File: src/rtl/serial_addsub.sv
// -----------------------------------------------------------------------------
// serial_addsub
//
// Bit-serial two's-complement adder/subtractor. One full-adder cell and one
// carry flip-flop process a single bit per clock, LSB first. Operands are
// loaded in parallel through a start/ready handshake. The result is returned
// in parallel, together with a one-cycle done pulse.
//
// Subtraction computes A - B as A + ~B + 1. The "+1" is injected by presetting
// the carry flip-flop to 1 on accept.
//
// Optional feature macro: SERIAL_ADDSUB_OVF_EN
//   defined     : the carry into the MSB is compared with the carry out of the
//                 MSB, and ovf reports signed overflow of the completed result.
//   not defined : there is no overflow logic, and ovf is tied to 0.
//
// Parameters
//   WIDTH  operand/result width in bits (>= 2)
//
// Ports
//   clk    in   rising-edge clock
//   reset  in   asynchronous, active-high reset
//   start  in   begin an operation (sampled only while ready = 1)
//   sub    in   0: A+B, 1: A-B (captured with the operands)
//   a      in   operand A [WIDTH]
//   b      in   operand B [WIDTH]
//   ready  out  idle; a start is accepted at the next edge
//   busy   out  operation in progress
//   done   out  one-cycle pulse, y/cout/ovf newly valid
//   y      out  result, A+/-B mod 2^WIDTH [WIDTH]
//   cout   out  carry out of the MSB (for subtraction, 1 = no borrow)
//   ovf    out  signed overflow (0 when the feature is disabled)
// -----------------------------------------------------------------------------
module serial_addsub #(
    parameter int WIDTH = 8
) (
    input  logic             clk,
    input  logic             reset,
    input  logic             start,
    input  logic             sub,
    input  logic [WIDTH-1:0] a,
    input  logic [WIDTH-1:0] b,
    output logic             ready,
    output logic             busy,
    output logic             done,
    output logic [WIDTH-1:0] y,
    output logic             cout,
    output logic             ovf
);

    localparam int CW = $clog2(WIDTH);
    localparam logic [CW-1:0] LAST_BIT = CW'(WIDTH - 1);

    typedef enum logic [1:0] {
        IDLE = 2'd0,
        RUN  = 2'd1,
        DONE = 2'd2
    } state_t;

    state_t          state;
    logic [WIDTH-1:0] sa;     // operand A shift register
    logic [WIDTH-1:0] sb;     // operand B (or ~B) shift register
    logic [WIDTH-1:0] r;      // partial result, filled from the MSB side
    logic             c;      // running carry
    logic [CW-1:0]    cnt;    // index of the bit being processed

    // Full-adder cell.
    logic s;
    logic c_next;
    logic last;

    always_comb begin
        s      = sa[0] ^ sb[0] ^ c;
        c_next = (sa[0] & sb[0]) | (sa[0] & c) | (sb[0] & c);
        last   = (cnt == LAST_BIT);
    end

    // NOTE: sequential state is updated with non-blocking assignments only, so
    // every register samples the values from before the edge.
    always_ff @(posedge clk or posedge reset) begin
        if (reset) begin
            state <= IDLE;
            ready <= 1'b1;
            busy  <= 1'b0;
            done  <= 1'b0;
            y     <= '0;
            cout  <= 1'b0;
`ifdef SERIAL_ADDSUB_OVF_EN
            ovf   <= 1'b0;
`endif
            sa    <= '0;
            sb    <= '0;
            r     <= '0;
            c     <= 1'b0;
            cnt   <= '0;
        end else begin
            case (state)
                IDLE: begin
                    if (start) begin
                        sa    <= a;
                        sb    <= sub ? ~b : b;
                        c     <= sub;      // +1 of the two's-complement negate
                        cnt   <= '0;
                        state <= RUN;
                        ready <= 1'b0;
                        busy  <= 1'b1;
                    end
                end

                RUN: begin
                    sa  <= sa >> 1;
                    sb  <= sb >> 1;
                    c   <= c_next;
                    r   <= {s, r[WIDTH-1:1]};
                    cnt <= cnt + CW'(1);
                    if (last) begin
                        // The final sum bit is not yet in r, so it is merged
                        // in here on its way to the output.
                        y     <= {s, r[WIDTH-1:1]};
                        cout  <= c_next;
`ifdef SERIAL_ADDSUB_OVF_EN
                        // c is still the carry into the MSB on this edge.
                        ovf   <= c ^ c_next;
`endif
                        state <= DONE;
                        busy  <= 1'b0;
                        done  <= 1'b1;
                    end
                end

                DONE: begin
                    done  <= 1'b0;
                    ready <= 1'b1;
                    state <= IDLE;
                end

                default: begin
                    state <= IDLE;
                    ready <= 1'b1;
                    busy  <= 1'b0;
                    done  <= 1'b0;
                end
            endcase
        end
    end

`ifndef SERIAL_ADDSUB_OVF_EN
    assign ovf = 1'b0;
`endif

endmodule

File: config.mk
export PLATFORM = sky130hd
export DESIGN_NAME = serial_addsub
export DESIGN_NICKNAME = d
export VERILOG_FILES = /design/src/rtl/serial_addsub.sv
export SDC_FILE = /design/constraint.sdc
export NUM_CORES = 1
export LEC_CHECK = 0
export BUFFER_PORTS_ARGS = -buffer_cell sky130_fd_sc_hd__buf_4
export CAP_MARGIN = 10
export CORE_UTILIZATION = 59
export CTS_CLUSTER_SIZE = 25
export DETAILED_ROUTE_END_ITERATION = 10
export PLACE_DENSITY = 0.89
export SYNTH_ARGS = -nofsm -noshare
export SYNTH_HDL_FRONTEND = slang
export SYNTH_SLANG_ARGS = --single-unit
File: constraint.sdc
create_clock -name clk -period 2.6 [get_ports clk]
set_input_delay 0.52 -clock clk [delete_from_list [all_inputs] [get_ports clk]]
set_output_delay 0.52 -clock clk [all_outputs]
set_load 0.005 [all_outputs]
## After elaboration in Yosys (flattened, before gate mapping)

Index checks and enable logic that the tools add are counted.

| storage, ports and cells | value |
|---|---|
| output and inout bits | 13 |
| input port bits | 20 |
| register bits | 42 |
| word-level logic and storage cells | 55 |

| operators by class | value |
|---|---|
| reduce and logical (&&, ||, !) cells | 8 |
| $add $sub $neg | 1 |
| eq/ne operators | 5 |
| bitwise gates (word level) | 11 |
| muxes and demuxes | 19 |

Operators by type and width:

| kind | number |
|---|---|
| $pmux 8 s2 | 2 |
| $mux 8 | 3 |
| $reduce_and 2->1 | 5 |
| $not 8->8 | 1 |
| $pmux 1 s2 | 3 |
| $pmux 3 s2 | 1 |
| $mux 1 | 5 |
| $mux 2 | 2 |
| $ne 2x2->1 const B | 2 |
| $pmux 2 s2 | 1 |
| $add 3x1->3 const B | 1 |
| $and 1x1->1 | 3 |
| $eq 3x3->1 const B | 1 |
| $mux 3 | 1 |
| $not 1->1 | 3 |
| $pmux 1 s3 | 1 |
| $reduce_and 3->1 | 1 |
| $eq 2x1->1 const B | 1 |
| $eq 2x2->1 const B | 1 |
| $logic_not 2->1 | 1 |
| $or 1x1->1 | 2 |
| $reduce_bool 2->1 | 1 |
| $xor 1x1->1 | 2 |

## Logic depth before layout (Yosys ltp)

| logic depth | value |
|---|---|
| word-level depth | 4 |
| depth in mapped cells | 5 |

## Least setup slack after synthesis

No wires, ideal clock.

| path | value |
|---|---|
| path kind | flip-flop to flip-flop |
| start | register cnt[0] |
| end | register cout |
| slack | 1.182 ns |
| stages on the path, launching flop included | 6 |
| period minus slack after synthesis | 1.418 ns |
| data required time | 2.475 ns |
| buffers on the path | 1 |
| arrival | 1.293 ns |
| cells stage by stage | dfrtp_1 ha_1 ha_1 nand2_1 buf_6 mux2_4 |

| on the way | value |
|---|---|
| longest elaborated chain between the ends | 2 |

RTL lines:

| item | RTL line | source |
|---|---|---|
| from (decl) | 65 | `logic [CW-1:0] cnt;` |
| from (signal assigned) | 115 | `cnt <= cnt + CW'(1);` |
| $eq 3x3->1 | 75 | `last = (cnt == LAST_BIT);` |
| $reduce_and 2->1 (no source line) | -- |  |
| to (signal assigned) | 120 | `cout <= c_next;` |
| to (decl) | 47 | `output logic cout,` |

No other way between the ends.
A chain may end at the register's enable or synchronous reset.

## Final worst setup path

| path | value |
|---|---|
| start | register state[1] |
| end | register y[7] |

| on the way | value |
|---|---|
| longest elaborated chain between the ends | 2 |

RTL lines:

| item | RTL line | source |
|---|---|---|
| from (decl) | 60 | `state_t state;` |
| from (signal assigned) | 82 | `state <= IDLE;` |
| from (signal assigned) | 104 | `state <= RUN;` |
| from (signal assigned) | 125 | `state <= DONE;` |
| $eq 2x1->1 | 97 | `case (state)` |
| $reduce_and 2->1 (no source line) | -- |  |
| to (signal assigned) | 119 | `y <= {s, r[WIDTH-1:1]};` |
| to (decl) | 46 | `output logic [WIDTH-1:0] y,` |

No other way between the ends.

==> impl_metrics.yaml <==
power_and_ir_drop:
  intPower_mw: 1.65
  vdd_ir_drop_max_v: 0.000577
  pwr-share-clk_pct: 18.1
  power_switching_mw: 0.723
  combPwrFrac_pct: 36.8
  swShare_pct: 30.4
  pwr-share-seq_pct: 45.1
  power_per_cell_area_nw_per_um2: 1090
  p_leak_nw: 1.14
finish:
  layout-drive-gt1-share_pct: 34.5
  seq_area_um2: 1030
  final_common_cell: "dfrtp_1"
  layout_common_cells: "dfrtp_1 (40), buf_4 (35), and3b_1 (15)"
  nFillCells: 186
  area_delta_synth_final_pct: 17.8
  multi_input_area_um2: 749
  stdcell_count: 208
  fin_nets: 199
  antenna-diode-count: 0
sta:
  setup_viol: 0
  finalHoldWorstSlack_ns: 0.273
  worst_slack_ns: 0.791
  slew_headroom_pct: 62.2
  worst_pin_slew_ns: 0.566
  fin_crit_ns: 1.81
  fmax_mhz: 553
  tns_ns: 0
  slew_viol_final: 0
  period_share_pct: 69.6
  rsz0062_at_grt: "false"
  fin_worst_skew_ns: 0.00796
  finalHoldViolCount: 0
synth:
  synth_edf_count: 0
  syn_avg_cell_area_um2: 12.8
  syn_nets: 167
  synthCells: 144
  async_reset_ff_share_pct: 100
  ys_seq_area_share_pct: 55.5
  synth_top_flop_cell: "dfrtp_1"
  ys_types: 28
  ys_warn_count: 0
  ys_seq_elements: 41
  netlist_area_um2: 1850
worst_setup_path:
  path_cells: "and2b_1 -> nand2_1 -> mux2_4"
  crit_fanout: 11
  rrSetupSlack_ns: 0.79
  r2r-start: "state[1]"
  critPathCaptureType: "flip-flop"
  reg2reg_depth: 3
  critPathKind: "flip-flop to flip-flop"
  cp_num_cells: 3
  crit_family: "simple AND/OR/NAND/NOR gates"
  critPathArrivalTime_ns: 2.05
  slowest_delay_ns: 0.45
  path_buf_inv: 0
  critPathSlowestCell: "nand2_1"
  worst_ep_required_time_ns: 2.84
  startpoint: "state[1]"
  critPathLaunchType: "flip-flop"
  r2r-end: "y[7]"
clock_tree:
  ctsResizeCount: 0
  cts_root_buf: "clkbuf_4"
  clock_sinks: 41
  cts-buffers-inserted: 5
  insertion_delay_ns: 0.35
  clk_pin_slew_ns: 0.11
  post_cts_buffers: 0
  cts_tree: "done"
  cts_hold_buffers: 0
  htree_levels: 2
  clockBufferDepth: 2
routing:
  wirelength_um: 3230
  post_drt_wl_per_cell_um: 15.5
  dr_total_vias: 1212
  drt_iter0_markers: 58
  drc_errors: 3
  drt.antenna.violating_nets: 0
  vias_per_cell: 5.83
  first_pass_iters: 7
grt:
  grt-ovfl-total: 0
  grt_max_degree: 42
  grt_pass1_vias: 1161
  grt.total_usage_pct: 22.5
  grt_first_pass_wirelength_um: 5490
  antenna_found_initial: 0
outcome:
  status: "complete, but fails checks"
  violations: "design-rule violations"
die:
  rows: 19
  die-area_um2: 3360
  num_io_pins: 33
  die_h_um: 58.0
  core_area_um2: 2850
  start_util_pct: 64.8
  die_w_um: 58.0
placed_design:
  dpl.cell_count: 200
  place_congestion: 0.696
  hpwlAfterDp_um: 2180
  placement.io_buffers: 31
  preCtsSetupSlack_ns: 0.808
worst_hold_path:
  hold_class: "input port to asynchronous set/reset pin"
job:
  maxCapViolCount: 0
[power groups by stage]
| stage | Sequential [mW] | Clock [mW] | Combinational [mW] |
|---|---|---|---|
| 6_report | 1.07 | 0.430 | 0.873 |
| 5_1_grt | 1.10 | 0.464 | 0.965 |
| 2_1_floorplan | 1.05 | 0 | 0.604 |
| 3_3_place_gp | 1.07 | 0 | 0.824 |
| 4_1_cts | 1.07 | 0.438 | 0.885 |
| 3_5_place_dp | 1.08 | 0 | 0.879 |
[synth_stat cells (2+ instances only)]
library cell,number,area share [%]
a21oi_1,9,2.4
a221o_1,7,3.8
a22o_1,4,1.9
and3b_1,15,7.1
buf_2,3,0.81
buf_4,2,0.81
clkbuf_1,2,0.41
dfrtp_1,40,54
ha_1,2,1.4
inv_1,4,0.81
mux2_2,9,5.5
mux2_4,8,6.5
nand2_1,9,1.8
o21ai_0,9,2.4
xor2_1,8,3.8
[per-layer routing]
metal	global-route usage [%]	up-vias	wire length, um
met3	8.04	6	139
met2	35.8	25	1570
met1	29.5	605	1470
met5	0	-	0
met4	6.12	0	45
li1	-	576	-
[area by class of cell]
class / count / area share [%]
clock buffers: 7 / 2.53
clock inverters: 1 / 1.38
inverters: 4 / 0.689
multi-input cells: 89 / 34.4
flip-flops and latches: 41 / 47.2
well taps: 31 / 1.78
repair buffers: 35 / 12.1
[worst reg2reg max path: stages (launching register included)]
cell and delay, ns:
dfrtp_1 0.39, and2b_1 0.44, nand2_1 0.45, mux2_4 0.42
[sequential cells by signal, summed over array words and instances, names as in the netlist]
signal	cells
c	1
ready	1
state	2
sa	8
busy	1
sb	8
cout	1
y	8
done	1
r	7
cnt	3
[worst max-delay path by stage]
stage	endpoint
floorplan	busy
global placement	y[1]
detailed placement	y[3]
CTS	y[7]
global route	y[5]
finish	y[7]
[through the flow]
step                utilization, %  instance area [um2]  power [mW]
floorplan                        -                 1850        1.66
global placement              73.4                 2090        1.89
detailed placement            73.4                 2090        1.96
CTS                           76.4                 2180        2.39
global route                  76.4                 2180        2.53
finish                        76.4                 2180        2.38
[cell families (layout without fill, tap and decap cells)]
group,Yosys count,count (layout),share of synthesized area (%)
compound gates,33,33,12.1
mux,17,17,12.0
fa+ha+maj,3,3,2.44
xor+xnor,8,8,3.79
flops,41,41,55.5
buf+inv,14,47,3.92
simple gates,27,27,10.0
other cells,1,1,0.203
(Power assumes the default switching activity.)
